--- src/rtl/timer_pkg.sv ---
// timer_pkg: shared encodings and register bit positions for timer_nbit.
// Clock-select, waveform-generation and compare-output encodings, plus the
// TCCR field positions and TIFR/TIMSK flag layout (TOV at bit 0, OCF from 1).
package timer_pkg;

   typedef enum logic [2:0] {
      CS_STOP    = 3'd0,
      CS_DIV1    = 3'd1,
      CS_DIV8    = 3'd2,
      CS_DIV64   = 3'd3,
      CS_DIV256  = 3'd4,
      CS_DIV1024 = 3'd5
   } cs_t;

   typedef enum logic [1:0] {
      WGM_NORMAL   = 2'b00,
      WGM_CTC      = 2'b01,
      WGM_FAST_PWM = 2'b10,
      WGM_RSVD     = 2'b11
   } wgm_t;

   typedef enum logic [1:0] {
      COM_OFF    = 2'b00,
      COM_TOGGLE = 2'b01,
      COM_CLEAR  = 2'b10,
      COM_SET    = 2'b11
   } com_t;

   localparam int unsigned TCCR_CS_LSB   = 0;
   localparam int unsigned TCCR_WGM_LSB  = 3;
   localparam int unsigned TCCR_COM_LSB  = 5;
   localparam int unsigned TCCR_FOC_BIT  = 7;

   localparam int unsigned TIFR_TOV_BIT  = 0;
   localparam int unsigned TIFR_OCF_BASE = 1;

   // Compare-match action on one output pin.
   function automatic logic com_match(input com_t com, input logic cur);
      logic res;
      res = cur;
      case (com)
         COM_TOGGLE: res = ~cur;
         COM_CLEAR:  res = 1'b0;
         COM_SET:    res = 1'b1;
         default:    res = cur;
      endcase
      return res;
   endfunction

   // Byte with the low n bits set.
   function automatic logic [7:0] low_mask(input int unsigned n);
      logic [7:0] m;
      m = '0;
      for (int unsigned i = 0; i < 8; i++) begin
         if (i < n) m[i] = 1'b1;
      end
      return m;
   endfunction

endpackage

--- src/rtl/timer_prescaler.sv ---
// timer_prescaler: 10-bit free-running prescaler with clock-select decode.
// The counter is cleared only by rst, so changing CS keeps the phase.
module timer_prescaler
   import timer_pkg::*;
(
   input  logic       clk,
   input  logic       rst,
   input  logic [2:0] cs,
   output logic       tick
);

   logic [9:0] pre;

   // Free-running prescaler count.
   always_ff @(posedge clk or posedge rst) begin
      if (rst) pre <= '0;
      else     pre <= pre + 10'd1;
   end

   // One-cycle tick when the selected low prescaler bits are all ones.
   always_comb begin
      tick = 1'b0;
      case (cs_t'(cs))
         CS_DIV1:    tick = 1'b1;
         CS_DIV8:    tick = &pre[2:0];
         CS_DIV64:   tick = &pre[5:0];
         CS_DIV256:  tick = &pre[7:0];
         CS_DIV1024: tick = &pre[9:0];
         default:    tick = 1'b0;
      endcase
   end

endmodule

--- src/rtl/timer_nbit.sv ---
// timer_nbit: WIDTH-bit timer/counter with NUM_CH compare channels.
// Normal / CTC / Fast-PWM modes, per-channel compare outputs, W1C flags and
// a registered combined interrupt request.
// Optional macro TIMER_OCR_DBUF_EN: double-buffered OCR writes in Fast PWM.
module timer_nbit
   import timer_pkg::*;
#(
   parameter int unsigned WIDTH  = 8,
   parameter int unsigned NUM_CH = 2
)(
   input  logic                    sysClock,
   input  logic                    rst,
   input  logic                    tcnt_we,
   input  logic [WIDTH-1:0]        tcnt_in,
   input  logic [NUM_CH-1:0]       ocr_we,
   input  logic [WIDTH-1:0]        ocr_in,
   input  logic                    tccr_we,
   input  logic [7:0]              tccr_in,
   input  logic                    timsk_we,
   input  logic [7:0]              timsk_in,
   input  logic                    tifr_we,
   input  logic [7:0]              tifr_in,
   output logic [WIDTH-1:0]        tcnt,
   output logic [NUM_CH*WIDTH-1:0] ocr_flat,
   output logic [7:0]              tccr,
   output logic [7:0]              timsk,
   output logic [7:0]              tifr,
   output logic [NUM_CH-1:0]       oc,
   output logic                    irq
);

   localparam logic [WIDTH-1:0] CNT_MAX   = '1;
   localparam logic [WIDTH-1:0] CNT_ONE   = WIDTH'(1);
   localparam logic [7:0]       FLAG_MASK = low_mask(NUM_CH + 1);

   logic              tick;
   logic              cnt_tick;
   logic              foc;
   logic              is_pwm;
   logic              at_top;
   logic              at_max;
   logic              wrap;
   wgm_t              wgm;
   com_t              com;
   com_t              com_foc;
   logic [WIDTH-1:0]  top;
   logic [WIDTH-1:0]  ocr_q [NUM_CH];
   logic [NUM_CH-1:0] match;
   logic [NUM_CH-1:0] oc_next;
   logic [7:0]        flag_set;
   logic [7:0]        tifr_next;

   timer_prescaler u_prescaler (
      .clk  (sysClock),
      .rst  (rst),
      .cs   (tccr[TCCR_CS_LSB +: 3]),
      .tick (tick)
   );

   // Mode decode, TOP selection and per-channel compare against pre-increment count.
   always_comb begin
      wgm      = wgm_t'(tccr[TCCR_WGM_LSB +: 2]);
      com      = com_t'(tccr[TCCR_COM_LSB +: 2]);
      com_foc  = com_t'(tccr_in[TCCR_COM_LSB +: 2]);
      foc      = tccr_we & tccr_in[TCCR_FOC_BIT];
      is_pwm   = (wgm == WGM_FAST_PWM);
      top      = (wgm == WGM_CTC) ? ocr_q[0] : CNT_MAX;
      cnt_tick = tick & ~tcnt_we;
      at_top   = (tcnt == top);
      at_max   = (tcnt == CNT_MAX);
      wrap     = cnt_tick & at_top;
      match    = '0;
      for (int unsigned i = 0; i < NUM_CH; i++) begin
         match[i] = (tcnt == ocr_q[i]);
      end
   end

   // Output pin next state: match action, then PWM wrap action, then forced compare.
   // Wrap is applied after match so OCR == MAX in PWM gives a steady level.
   always_comb begin
      oc_next = '0;
      for (int unsigned i = 0; i < NUM_CH; i++) begin
         oc_next[i] = (com == COM_OFF) ? 1'b0 : oc[i];
         if (cnt_tick && match[i]) oc_next[i] = com_match(com, oc_next[i]);
         if (wrap && is_pwm) begin
            if (com == COM_CLEAR)    oc_next[i] = 1'b1;
            else if (com == COM_SET) oc_next[i] = 1'b0;
         end
         if (foc) oc_next[i] = com_match(com_foc, oc_next[i]);
      end
   end

   // Flag next state: write-1-to-clear, hardware set wins, unused bits forced low.
   always_comb begin
      flag_set = '0;
      if (cnt_tick) begin
         flag_set[TIFR_TOV_BIT] = at_max;
         for (int unsigned i = 0; i < NUM_CH; i++) begin
            flag_set[TIFR_OCF_BASE + i] = match[i];
         end
      end
      tifr_next = tifr;
      if (tifr_we) tifr_next = tifr_next & ~tifr_in;
      tifr_next = (tifr_next | flag_set) & FLAG_MASK;
   end

   // Counter, control/mask/flag registers, output pins and registered irq.
   always_ff @(posedge sysClock or posedge rst) begin
      if (rst) begin
         tcnt  <= '0;
         tccr  <= '0;
         timsk <= '0;
         tifr  <= '0;
         oc    <= '0;
         irq   <= 1'b0;
      end else begin
         if (tcnt_we)       tcnt <= tcnt_in;
         else if (cnt_tick) tcnt <= at_top ? '0 : tcnt + CNT_ONE;
         if (tccr_we)  tccr  <= {1'b0, tccr_in[6:0]};
         if (timsk_we) timsk <= timsk_in & FLAG_MASK;
         tifr <= tifr_next;
         oc   <= oc_next;
         irq  <= |(tifr & timsk);
      end
   end

`ifdef TIMER_OCR_DBUF_EN
   logic [WIDTH-1:0] ocr_shadow [NUM_CH];

   // Shadow always tracks writes; active copy is immediate outside PWM and
   // taken from the shadow (or a same-cycle write) on the PWM wrap tick.
   always_ff @(posedge sysClock or posedge rst) begin
      if (rst) begin
         for (int unsigned i = 0; i < NUM_CH; i++) begin
            ocr_shadow[i] <= '0;
            ocr_q[i]      <= '0;
         end
      end else begin
         for (int unsigned i = 0; i < NUM_CH; i++) begin
            if (ocr_we[i]) ocr_shadow[i] <= ocr_in;
            if (!is_pwm) begin
               if (ocr_we[i]) ocr_q[i] <= ocr_in;
            end else if (wrap) begin
               ocr_q[i] <= ocr_we[i] ? ocr_in : ocr_shadow[i];
            end
         end
      end
   end
`else
   // Direct OCR writes in every mode.
   always_ff @(posedge sysClock or posedge rst) begin
      if (rst) begin
         for (int unsigned i = 0; i < NUM_CH; i++) ocr_q[i] <= '0;
      end else begin
         for (int unsigned i = 0; i < NUM_CH; i++) begin
            if (ocr_we[i]) ocr_q[i] <= ocr_in;
         end
      end
   end
`endif

   // Flatten active OCR values, channel 0 in the LSBs.
   always_comb begin
      ocr_flat = '0;
      for (int unsigned i = 0; i < NUM_CH; i++) begin
         ocr_flat[i*WIDTH +: WIDTH] = ocr_q[i];
      end
   end

endmodule

--- config.mk ---
export PLATFORM = sky130hd
export DESIGN_NAME = timer_nbit
export DESIGN_NICKNAME = d
export VERILOG_FILES = /design/src/rtl/timer_pkg.sv /design/src/rtl/timer_prescaler.sv /design/src/rtl/timer_nbit.sv
export SDC_FILE = /design/constraint.sdc
export NUM_CORES = 1
export LEC_CHECK = 0
export CORE_ASPECT_RATIO = 0.75
export CORE_MARGIN = 3
export CORE_UTILIZATION = 48
export DETAILED_ROUTE_END_ITERATION = 10
export GPL_ROUTABILITY_DRIVEN = 0
export PLACE_DENSITY_LB_ADDON = 0.3
export SLEW_MARGIN = 20
export SYNTH_ARGS = -nofsm -noshare
export SYNTH_HDL_FRONTEND = slang
export SYNTH_SLANG_ARGS = --single-unit
export TNS_END_PERCENT = 1
--- constraint.sdc ---
create_clock -name sysClock -period 3.55 [get_ports sysClock]
set_input_delay 0.355 -clock sysClock [delete_from_list [all_inputs] [get_ports sysClock]]
set_output_delay 0.355 -clock sysClock [all_outputs]
set_load 0.05 [all_outputs]
# Word-level counts from Yosys, hierarchy flattened
# Cells that the tools add are included.
[classes] n_eq_ne=17 n_bitwise=12 muxes=23 add_sub_neg=2 n_reduce_logical=10
[op_table] cell="8-bit two-way mux" count=4
[op_table] cell="8-bit equality test" count=3
[op_table] cell="1-bit two-way mux" count=12
[op_table] cell="1-bit case mux with 3 select lines" count=4
[op_table] cell="10-bit by 1-bit adder with 10-bit output, second input constant" count=1
[op_table] cell="2-bit equality test, second input constant" count=5
[op_table] cell="10-bit AND reduction" count=1
[op_table] cell="8-bit by 1-bit adder with 8-bit output, second input constant" count=1
[op_table] cell="8-bit equality test, second input constant" count=1
[op_table] cell="8-bit AND reduction" count=1
[op_table] cell="8-bit OR reduction" count=1
[op_table] cell="3-bit AND" count=2
[op_table] cell="2-bit by 1-bit equality test with 1-bit output, second input constant" count=3
[op_table] cell="3-bit by 2-bit equality test with 1-bit output, second input constant" count=2
[op_table] cell="3-bit equality test, second input constant" count=2
[op_table] cell="3-bit two-way mux" count=2
[op_table] cell="6-bit AND reduction" count=1
[op_table] cell="1-bit inverter" count=5
[op_table] cell="1-bit case mux with 5 select lines" count=1
[op_table] cell="1-bit AND" count=3
[op_table] cell="3-bit by 1-bit equality test with 1-bit output, second input constant" count=1
[op_table] cell="1-bit logical AND" count=3
[op_table] cell="3-bit inverter" count=1
[op_table] cell="3-bit OR" count=1
[op_table] cell="other kinds (3)" count=3
[totals] input_bits=48 ff_bits=50 output_inout_bits=51 word_cells=73

# Depth between registers and ports, before layout
# Gate-level depths: netlist of run 1.
[logic_depth] ltp_word=11 depth_mapped=8 ltp_nobuf=8

# Cells and area by module
# A second synthesis of run 1 with hierarchy kept.
[hier_totals] hier_cells=247 area_unflattened_um2=2756.4
[modules_own_cells] mod="timer_nbit" area_each_um2=2254.7 cells_per_inst=202 seq_area_each_um2=1001.0 n_inst=1
[modules_own_cells] mod="timer_prescaler" area_each_um2=501.7 cells_per_inst=45 seq_area_each_um2=250.2 n_inst=1

# Least setup slack after synthesis of run 1
# No wires, ideal clock.
[synth_path] path_kind="register -> register" start="reg tcnt[0]" end="reg oc[1]" required_ns=3.470 period_less_slack_ns=2.515 stages_incl_launch_ff=9 setup_time_ns=0.080 arrival_time_ns=2.435 slack_ns=1.035 path_buffers=1 path_cell_list="dfrtp_1 > buf_2 > nand4_1 > nor4_1 > or4b_4 > nand3_2 > nand3_2 > a221o_1 > o22ai_2"
[synth_via] elab_chain_cells=9 word_cells_on_any_way=12 classes_between="eq/ne: 2; mux: 6; bitwise: 2; reduce/logical: 2"
[synth_lines] item="from (decl)" line="timer_nbit.sv:23" text="output logic [WIDTH-1:0] tcnt,"
[synth_lines] item="from (signal assigned)" line="timer_nbit.sv:117" text="if (tcnt_we) tcnt <= tcnt_in;"
[synth_lines] item="from (signal assigned)" line="timer_nbit.sv:118" text="else if (cnt_tick) tcnt <= at_top ? '0 : tcnt + CNT_ONE;"
[synth_lines] item="8-bit equality test" line="timer_nbit.sv:74" text="match[i] = (tcnt == ocr_q[i]);"
[synth_lines] item="1-bit logical AND" line="timer_nbit.sv:84" text="if (cnt_tick && match[i]) oc_next[i] = com_match(com, oc_next[i]);"
[synth_lines] item="1-bit two-way mux" line="timer_nbit.sv:84"
[synth_lines] item="1-bit two-way mux" line="timer_nbit.sv:87" text="else if (com == COM_SET) oc_next[i] = 1'b0;"
[synth_lines] item="1-bit two-way mux" line="timer_nbit.sv:86" text="if (com == COM_CLEAR) oc_next[i] = 1'b1;"
[synth_lines] item="1-bit two-way mux (*)" line="timer_nbit.sv:85" text="if (wrap && is_pwm) begin"
[synth_lines] item="1-bit inverter" line="timer_pkg.sv:42" text="COM_TOGGLE: res = ~cur;"
[synth_lines] item="1-bit case mux with 3 select lines" line="timer_pkg.sv:41" text="case (com)"
[synth_lines] item="1-bit two-way mux (*)" line="timer_nbit.sv:89" text="if (foc) oc_next[i] = com_match(com_foc, oc_next[i]);"
[synth_lines] item="named net oc_next[1]" line="timer_nbit.sv:49" text="logic [NUM_CH-1:0] oc_next;"
[synth_lines] item="to (signal assigned)" line="timer_nbit.sv:122" text="oc <= oc_next;"
[synth_lines] item="to (decl)" line="timer_nbit.sv:28" text="output logic [NUM_CH-1:0] oc,"
# Mark *: on every way through the listed nets, which the timed path passes. The rest lies on a longest branch.
# A chain may end at the register's enable or synchronous reset.

# Worst setup path after layout of run 1
[layout_path] start="reg tcnt[3]" end="reg tcnt[5]"
[layout_via] elab_chain_cells=4 word_cells_on_any_way=5 classes_between="add/sub: 1; eq/ne: 1; mux: 3"
[layout_lines] item="8-bit by 1-bit adder with 8-bit output or 8-bit equality test (tied branches)" line="timer_nbit.sv:118, timer_nbit.sv:69"
[layout_lines] item="8-bit two-way mux (*) (2 in a row)" line="timer_nbit.sv:118"
[layout_lines] item="8-bit two-way mux (*)" line="timer_nbit.sv:117"
# Mark *: on every way between the ends. The rest lies on a longest branch, timed or not. The select of a mux whose other input is x is not followed.

==> qor.yml, run 1 <==
clocking:
  ctsHoldBuffers: 0
  path_clk_slew_ns: 0.09
  cts_made_buffers: 5
  clk_path_buf_depth: 2
  htreeDepth: 2
  tritoncts: "yes"
  clk-insertion-delay-late_ns: 0.30
  cts_setup_buffers: 0
  clock-sinks: 50
  root_buffer: "clkbuf_8"
  cts_resized: 0
synth:
  yosysWarnings: 0
  synth-seq-area-share_pct: 46.9
  ys_async_sr_fraction_pct: 100
  syn_inst: 259
  avgSynthCellArea_sq_um: 10.3
  synth_mux_area_share_pct: 9.71
  netlist.area_leader.share_pct: 46.9
  syn_area_sq_um: 2670
  synth_xor_area_share_pct: 6.24
  synth_ff_type: "dfrtp_1"
  synth_top_area_cell: "dfrtp_1"
  ys_top_cells_by_area: "dfrtp_1 47%, mux2_2 9.7%, xnor2_1 4.9%"
  yosysUniqueCellTypes: 49
  synthSimpleGateAreaFrac_pct: 14.7
  yosys.area_share.adder_pct: 1.41
  synth_edf_count: 0
  synth-compound-area-share_pct: 14.6
  synth_seq_cells: 50
  synth_top_family_by_area: "simple AND/OR/NAND/NOR gates"
timing:
  worst_pin_slew_ns: 0.829
  fin_tns_setup_ns: 0
  finalMaxSlewViolations: 0
  setup_slack_ns: 1.07
  maxSlewHeadroom_pct: 44.6
  fin_crit_sh_pct: 69.9
  holdWs_ns: 0.468
  grt_setup_unrepaired: "false"
  clock.fmax_mhz: 403
  hold_viol_final: 0
  setup_violations: 0
  fin_crit_ns: 2.48
  clock_skew_ns: 0.00827
hold_path:
  hp-class: "flop to flop"
pwr:
  leakage_nw: 1.51
  p_seq_share_pct: 43.3
  vdd_ir_drop_max_v: 0.000322
  p_per_area_nw_per_um2: 441
  p_comb_share_pct: 31.8
  swShare_pct: 35.7
  p_clk_share_pct: 25.0
  cell_internal_pwr_mw: 1.01
  power.switching_mw: 0.562
worst_setup_path:
  critPathKind: "flop to flop"
  critPathCaptureType: "flop"
  cp_num_buf_inv: 0
  slowest_stage: "a311oi_4"
  cp_max_fo: 9
  cp.arrival_ns: 2.67
  start_kind: "flop"
  cp_top_family: "compound AO/OA/AOI/OAI gates"
  cpPeakStageDelay_ns: 0.50
  worst_ep_required_time_ns: 3.74
  worstPathCellList: "xnor2_1 > o221ai_1 > or3_1 > a311oi_4 > nor2_1 > a41oi_1 > a21oi_1"
grt:
  grt_use_total_pct: 19.6
  grt_pass1_wl_mm: 10.3
  top_usage_layer: "met1"
  grt_max_degree: 51
  use_met3_pct: 5.42
  gr-total-overflow: 0
  grt_use_met2_pct: 28.2
  grt_use_met1_pct: 29.8
  grt_pass1_vias: 2064
  antenna_found_initial: 0
cells_and_area:
  n_fill_cell: 402
  area_growth_pct: 33.8
  fin_util_pct: 69.7
  seq_area_sq_um: 1250
  fin_nets: 386
  antenna_cells: 0
  drive_gt1_share_pct: 11.9
  multiInputGateArea_sq_um: 1280
status:
  status: "finished clean"
place:
  dp.final_hpwl_mm: 4.81
  dp_slack_ns: 1.04
  numPortBuffers: 77
drt:
  antenna_left: 0
  via_per_inst: 5.44
  drt_wl_total_mm: 6.23
  wl_per_cell_um: 15.3
  drtIter0Drc: 247
  firstDrtPassIters: 5
  via_count: 2220
  drc: 0
die:
  fp.dieH_um: 70.5
  fp.dieW_um: 92.1
  core.rowCount: 22
  core_area_sq_um: 5120
  io_pins: 99
  dieArea_sq_um: 6490
  start_util_pct: 52.1
run:
  maxCapViolCount: 0
through the flow:
stage / power [mW] / cells / cell area [sq um]
finish: 1.57 / 408 / 3570
floorplan: 1.02 / 269 / 2700
global placement: 1.18 / 400 / 3460
global route: 1.64 / 408 / 3570
detailed placement: 1.19 / 400 / 3460
CTS: 1.58 / 408 / 3570
per-layer routing:
layer  share of wire, %  routed length [um]
met5                  0                   0
met4               0.56                  35
met3                8.4                 523
met2                 43                2710
met1                 48                2960
Yosys cell counts (5+ instances only):
cell type   n
dfrtp_1    50
nand2_1    29
mux2_2     23
xnor2_1    15
inv_1      13
buf_4      11
o21ai_0    11
a21oi_1     9
nor2_1      9
nor2b_1     9
nand3_1     7
clkbuf_1    6
nand4_1     5
final cells by class:
cell class,count,share of cell area [%]
Multi-Input combinational cell,186,36.0
Sequential cell,50,35.1
Timing Repair Buffer,78,21.8
Tap cell,72,2.53
Clock buffer,5,1.93
Inverter,14,1.51
Clock inverter,3,1.12
power groups by stage:
stage / Combinational (mW) / Clock [mW] / Sequential (mW)
final: 0.500 / 0.393 / 0.681
after global routing: 0.531 / 0.418 / 0.690
after CTS: 0.502 / 0.402 / 0.680
after detailed placement: 0.500 / 0 / 0.691
after global placement: 0.494 / 0 / 0.689
after floorplan: 0.196 / 0 / 0.825
layout by cell type, fill, tap and decap left out, types with 2 or more instances in the layout:
cell type / n
clkdlybuf4s50_1: 77
dfrtp_1: 50
nand2_1: 29
mux2_2: 23
xnor2_1: 15
inv_1: 12
o21ai_0: 11
conb_1: 11
nor2_1: 9
nor2b_1: 9
a21oi_1: 9
nand3_1: 7
nand4_1: 5
clkbuf_8: 5
a21o_1: 4
a211oi_1: 4
xor2_1: 4
nor4_1: 4
o21ai_1: 4
a31oi_1: 3
nor3_1: 3
clkinv_2: 3
ha_1: 3
o221ai_1: 2
a221o_1: 2
nand3_2: 2
a41oi_1: 2
logic make-up (layout without fill, tap and decap cells):
logic type | Yosys count | count (layout)
AND/OR/NAND/NOR | 76 | 76
AO/OA/AOI/OAI | 54 | 54
flip-flops | 50 | 50
buffers and inverters | 33 | 100
multiplexers | 23 | 23
XOR/XNOR | 19 | 19
adder cells (fa/ha/maj) | 3 | 3
other | 1 | 11
path summary, 6_finish.rpt:
kind                                    start                 end  slack, ns  cells after the start
setup / recovery                      tcnt[3]             tcnt[5]       1.07                      7
hold / removal             u_prescaler.pre[9]  u_prescaler.pre[9]       0.47                      1
setup reg to reg                      tcnt[3]             tcnt[5]       1.07                      7
hold reg to reg            u_prescaler.pre[9]  u_prescaler.pre[9]       0.47                      1
max in group asynchronous                 rst             tifr[1]       2.55                      2
min in group asynchronous                 rst  u_prescaler.pre[0]       0.50                      2
registers in the layout, indices dropped and copies added (netlist names):
| signal | count |
|---|---|
| irq | 1 |
| oc | 2 |
| ocr_flat | 16 |
| tccr | 7 |
| tcnt | 8 |
| tifr | 3 |
| timsk | 3 |
| u_prescaler.pre | 10 |
Note: power is estimated with default switching activity, not from simulation.
==> inputs of run 2 (changes only) <==
--- a/config.mk
+++ b/config.mk
@@ -7,7 +7,7 @@
 export LEC_CHECK = 0
 export CORE_ASPECT_RATIO = 0.75
 export CORE_MARGIN = 3
-export CORE_UTILIZATION = 48
+export CORE_UTILIZATION = 45
 export DETAILED_ROUTE_END_ITERATION = 10
 export GPL_ROUTABILITY_DRIVEN = 0
 export PLACE_DENSITY_LB_ADDON = 0.3
==> constraint.sdc (replaced) <==
create_clock -name sysClock -period 2.4 [get_ports sysClock]
set_input_delay 0.24 -clock sysClock [delete_from_list [all_inputs] [get_ports sysClock]]
set_output_delay 0.24 -clock sysClock [all_outputs]
set_load 0.05 [all_outputs]
==> run 2 against run 1 <==
  * Register-to-register slack lost 0.94 ns
  * Count of clock-buffer cells in the layout grew 1
  * Routed wire length grew 11%
  * Die area grew 6.2%
  * Core utilization shrank 2.5 points
  * Sequential share of layout area shrank 1.2 points
==> qor.yml, run 2 (synthesized netlist as in run 1, its figures left out) <==
grt:
  grt_use_total_pct: 21.0  # was 19.6%
  grt_use_met2_pct: 30.2  # was 28.2%
  antenna_found_initial: 0  # unchanged
  top_usage_layer: "met1"  # unchanged
  grt_use_met1_pct: 31.2  # was 29.8%
  grt_max_degree: 25  # was 51
  use_met3_pct: 5.15  # was 5.42%
  gr-total-overflow: 0  # unchanged
  grt_pass1_vias: 2339  # was 2064
  grt_pass1_wl_mm: 11.4  # was 10.3 mm
die:
  fp.dieH_um: 72.7  # was 70.5 um
  start_util_pct: 48.3  # was 52.1%
  core.rowCount: 23  # was 22
  fp.dieW_um: 94.9  # was 92.1 um
  io_pins: 99  # unchanged
  core_area_sq_um: 5530  # was 5120 sq um
  dieArea_sq_um: 6890  # was 6490 sq um
clocking:
  clk-insertion-delay-late_ns: 0.31  # was 0.30 ns
  htreeDepth: 2  # unchanged
  cts_setup_buffers: 0  # unchanged
  clk_path_buf_depth: 2  # unchanged
  path_clk_slew_ns: 0.09  # about the same
  clock-sinks: 50  # unchanged
  tritoncts: "yes"  # unchanged
  root_buffer: "clkbuf_8"  # unchanged
  cts_made_buffers: 5  # unchanged
cells_and_area:
  area_growth_pct: 39.3  # was 33.8%
  antenna_cells: 0  # unchanged
  largest_register_ffs: 16  # unchanged
  n_fill_cell: 453  # was 402
  fin_util_pct: 67.2  # was 69.7%
  fin_nets: 403  # was 386
  most-common-layout-cells: "77 x clkdlybuf4s50_1, 44 x dfrtp_1, 29 x nand2_1"  # was 77 x clkdlybuf4s50_1, 50 x dfrtp_1, 29 x nand2_1
  final_common_cell: "clkdlybuf4s50_1"  # unchanged
  post-route-cell-area_sq_um: 3710  # was 3570 sq um
  drive_gt1_share_pct: 17.6  # was 11.9%
timing:
  hold_viol_final: 0  # unchanged
  maxSlewHeadroom_pct: 64.5  # was 44.6%
  setup_violations: 0  # unchanged
  fin_crit_ns: 2.27  # was 2.48 ns
  clock_skew_ns: 0.00881  # was 0.00827 ns
  grt_setup_unrepaired: "false"  # unchanged
  worst_pin_slew_ns: 0.531  # was 0.829 ns
  fin_crit_sh_pct: 94.6  # was 69.9%
  clock.fmax_mhz: 440  # was 403 MHz
  holdWs_ns: 0.278  # was 0.468 ns
  finalMaxSlewViolations: 0  # unchanged
  fin_tns_setup_ns: 0  # unchanged
worst_setup_path:
  rr_startpoint: "tcnt[0]"  # was tcnt[3]
  cp_max_fo: 8  # was 9
  r2r_slack_ns: 0.13  # was 1.07 ns
  reg2regPathDepth: 7  # unchanged
  worst_ep_required_time_ns: 2.64  # was 3.74 ns
  critPathCaptureType: "flop"  # unchanged
  cp.arrival_ns: 2.51  # was 2.67 ns
  critPathKind: "flop to flop"  # unchanged
  start_kind: "flop"  # unchanged
  reg2reg_to: "oc[1]"  # was tcnt[5]
place:
  numPortBuffers: 77  # unchanged
  dp.final_hpwl_mm: 5.36  # was 4.81 mm
  place_area_sq_um: 3590  # was 3460 sq um
run:
  maxCapViolCount: 0  # unchanged
pwr:
  leakage_nw: 1.58  # was 1.51 nW
  p_per_area_nw_per_um2: 644  # was 441 nW/um^2
  power_mw: 2.39  # was 1.57 mW
  vdd_ir_drop_max_v: 0.000432  # was 0.000322 V
drt:
  via_per_inst: 5.42  # was 5.44
  drc: 0  # unchanged
  wl_per_cell_um: 16.1  # was 15.3 um
  via_count: 2318  # was 2220
  drtIter0Drc: 173  # was 247
  drt_wl_total_mm: 6.90  # was 6.23 mm
  firstDrtPassIters: 4  # was 5
  antenna_left: 0  # unchanged
hold_path:
  hp-class: "input port to async pin"  # was flop to flop
status:
  status: "finished clean"  # unchanged
run 2: per-layer routing:
metal  vias up  wire, um
met1      1081      3240
met4         0        80
met5         -         0
met3        16       687
met2       132      2900
li1       1089         -
run 2: metrics by stage:
| step | setup slack (ns) | cells |
|---|---|---|
| floorplan | 0.0108 | 269 |
| global placement | 0.210 | 420 |
| detailed placement | 0.149 | 420 |
| CTS | 0.138 | 428 |
| global route | 0.0140 | 428 |
| finish | 0.129 | 428 |
run 2: worst max path at each step:
stage | slack (ns) | cells past startpoint | endpoint | startpoint
floorplan | 0.01 | 7 | oc[1] | tcnt[2]
global placement | 0.21 | 7 | oc[1] | tcnt[0]
detailed placement | 0.15 | 7 | oc[1] | tcnt[6]
CTS | 0.14 | 7 | oc[1] | tcnt[6]
global route | 0.01 | 7 | oc[1] | tcnt[2]
finish | 0.13 | 7 | oc[1] | tcnt[0]
run 2: report_power, final:
part           switching (mW)  internal (mW)
combinational           0.482          0.313
clock                   0.280          0.311
sequential             0.0940          0.909
total                   0.856           1.53
run 2: critical path, stage by stage (launching register included):
cell     delay (ns)
dfrtp_2        0.48
nand4_1        0.15
nor4_1         0.41
or4b_4         0.56
nand3_2        0.10
nand3_2        0.07
a221o_1        0.36
o22ai_2        0.08
run 2: repair_timing:
item / CTS / global route
endpoints found under the setup margin: 0 / 2
hold buffers: 0 / 0
gates resized for setup: 0 / 2
endpoints found under the hold margin: 0 / 0
run 2: final cells by class:
type / count / area (sq um) / area share [%]
timing repair buffer: 95 / 906 / 24.4
multi-input combinational: 186 / 1290 / 34.8
sequential: 50 / 1260 / 33.9
clock buffer: 6 / 72.6 / 1.95
clock inverter: 2 / 37.5 / 1.01
inverter: 14 / 52.6 / 1.42
tap: 75 / 93.8 / 2.53
==> inputs of run 3 (changes only) <==
--- a/config.mk
+++ b/config.mk
@@ -8,9 +8,11 @@
 export CORE_ASPECT_RATIO = 0.75
 export CORE_MARGIN = 3
 export CORE_UTILIZATION = 45
+export CTS_CLUSTER_DIAMETER = 30
 export DETAILED_ROUTE_END_ITERATION = 10
 export GPL_ROUTABILITY_DRIVEN = 0
 export PLACE_DENSITY_LB_ADDON = 0.3
+export RECOVER_POWER = 25
 export SLEW_MARGIN = 20
 export SYNTH_ARGS = -nofsm -noshare
 export SYNTH_HDL_FRONTEND = slang
==> run 3 against run 2 <==
  * Fmax grew 0.39%
  * Register-to-register slack is essentially flat
  * Cell area shrank 0.10%
  * Core utilization shrank 0.068 points
  * Global-route usage is the same
  * Count of clock-buffer cells in the layout is the same
  * Non-clock buffer count is the same
  * Largest cell class unchanged
  * Largest power group unchanged
  * Highest routed layer unchanged
==> qor.yml, run 3 (synthesized netlist as in run 1, its figures left out) <==
status:
  status: "finished clean"  # unchanged
drt:
  wl_per_cell_um: 16.1  # about the same
  drt_wl_total_mm: 6.87  # was 6.90 mm
  antenna_left: 0  # unchanged
  via_count: 2306  # was 2318
  drc: 0  # unchanged
  via_per_inst: 5.39  # was 5.42
  drtIter0Drc: 170  # was 173
  firstDrtPassIters: 4  # unchanged
timing:
  fin_crit_ns: 2.26  # was 2.27 ns
  setup_violations: 0  # unchanged
  hold_viol_final: 0  # unchanged
  setup_slack_ns: 0.138  # was 0.129 ns
  clock.fmax_mhz: 442  # was 440 MHz
  finalMaxSlewViolations: 0  # unchanged
  worst_pin_slew_ns: 0.934  # was 0.531 ns
  grt_setup_unrepaired: "false"  # unchanged
  maxSlewHeadroom_pct: 37.7  # was 64.5%
  clock_skew_ns: 0.00840  # was 0.00881 ns
  fin_crit_sh_pct: 94.3  # was 94.6%
  fin_tns_setup_ns: 0  # unchanged
  holdWs_ns: 0.468  # was 0.278 ns
grt:
  grt_use_met2_pct: 30.2  # unchanged
  grt_pass1_wl_mm: 11.4  # unchanged
  grt_max_degree: 25  # unchanged
  top_usage_layer: "met1"  # unchanged
  grt_pass1_vias: 2339  # unchanged
  use_met3_pct: 5.15  # unchanged
  antenna_found_initial: 0  # unchanged
  grt_use_met1_pct: 31.2  # unchanged
  gr-total-overflow: 0  # unchanged
  grt_use_total_pct: 21.0  # unchanged
cells_and_area:
  n_fill_cell: 455  # was 453
  seq_area_sq_um: 1260  # unchanged
  drive_gt1_share_pct: 17.0  # was 17.6%
  multiInputGateArea_sq_um: 1290  # unchanged
  area_growth_pct: 39.1  # was 39.3%
  final_common_cell: "clkdlybuf4s50_1"  # unchanged
  final_cells: 428  # unchanged
  antenna_cells: 0  # unchanged
  most-common-layout-cells: "75 x clkdlybuf4s50_1, 44 x dfrtp_1, 29 x nand2_1"  # was 77 x clkdlybuf4s50_1, 44 x dfrtp_1, 29 x nand2_1
  fin_util_pct: 67.1  # was 67.2%
  post-route-cell-area_sq_um: 3710  # about the same
  largest_register_ffs: 16  # unchanged
  fin_nets: 403  # unchanged
die:
  core.rowCount: 23  # unchanged
  io_pins: 99  # unchanged
  fp.dieH_um: 72.7  # unchanged
  fp.dieW_um: 94.9  # unchanged
  core_area_sq_um: 5530  # unchanged
  start_util_pct: 48.3  # unchanged
  dieArea_sq_um: 6890  # unchanged
place:
  post-place-cells: 420  # unchanged
  numPortBuffers: 77  # unchanged
  dp.final_hpwl_mm: 5.36  # unchanged
  dp_slack_ns: 0.149  # unchanged
  place_area_sq_um: 3590  # unchanged
worst_setup_path:
  start_kind: "flop"  # unchanged
  worst_ep_required_time_ns: 2.64  # about the same
  cp_max_fo: 8  # unchanged
  reg2regPathDepth: 7  # unchanged
  critPathLaunch: "tcnt[0]"  # unchanged
  reg2reg_to: "oc[1]"  # unchanged
  critPathCaptureType: "flop"  # unchanged
  rr_startpoint: "tcnt[0]"  # unchanged
  r2r_slack_ns: 0.14  # was 0.13 ns
  critPathKind: "flop to flop"  # unchanged
  cp.arrival_ns: 2.50  # was 2.51 ns
hold_path:
  min_from: "tcnt_in[4]"
  hold_end: "tcnt[4]"
  hp-class: "input port to flop"  # was input port to async pin
  worstHoldPathCells: 3
pwr:
  power_mw: 2.39  # about the same
  vdd_ir_drop_max_v: 0.000432  # about the same
  leakage_nw: 1.58  # about the same
  p_per_area_nw_per_um2: 644  # about the same
clocking:
  htreeDepth: 2  # unchanged
  root_buffer: "clkbuf_8"  # unchanged
  clk-insertion-delay-late_ns: 0.31  # about the same
  tritoncts: "yes"  # unchanged
  ctsHoldBuffers: 0  # unchanged
  cts_setup_buffers: 0  # unchanged
  clk_path_buf_depth: 2  # unchanged
  cts_made_buffers: 5  # unchanged
  path_clk_slew_ns: 0.09  # about the same
  cts_resized: 0  # unchanged
  clock-sinks: 50  # unchanged
run:
  maxCapViolCount: 0  # unchanged
## run 3: changes by cell type in the layout (fill, tap and decap cells not counted)
cell	previous run	this run
clkbuf_1	1	2
inv_1	12	13
inv_2	2	1
buf_4	18	17
dlygate4sd3_1	0	2
clkdlybuf4s50_1	77	75
## run 3: how the worst max path moves through the flow
stage | endpoint | cells past startpoint
final | oc[1] | 7
after CTS | oc[1] | 7
after global routing | oc[1] | 7
after detailed placement | oc[1] | 7
after global placement | oc[1] | 7
after floorplan | oc[1] | 7
## run 3: per-layer routing
metal	up-vias	share of wire (%)
met5	-	0
met4	0	1.1
met3	15	10
met2	127	42
met1	1076	47
li1	1088	-
## run 3: cell type report
class                           instances  area share [%]
Timing Repair Buffer                   95            24.3
Sequential cell                        50            33.9
Clock buffer                            6            1.96
Tap cell                               75            2.53
Inverter                               14            1.42
Multi-Input combinational cell        186            34.8
Clock inverter                          2            1.01
## run 3: where the power goes
group	leakage [nW]	switching [mW]	internal (mW)
Combinational	0.930	0.482	0.312
Sequential	0.598	0.0938	0.909
Clock	0.0514	0.280	0.311
## run 3: critical path, stage by stage, from the launching register on
cell,delay (ns)
dfrtp_2,0.48
nand4_1,0.15
nor4_1,0.41
or4b_4,0.55
nand3_2,0.10
nand3_2,0.07
a221o_1,0.35
o22ai_2,0.08
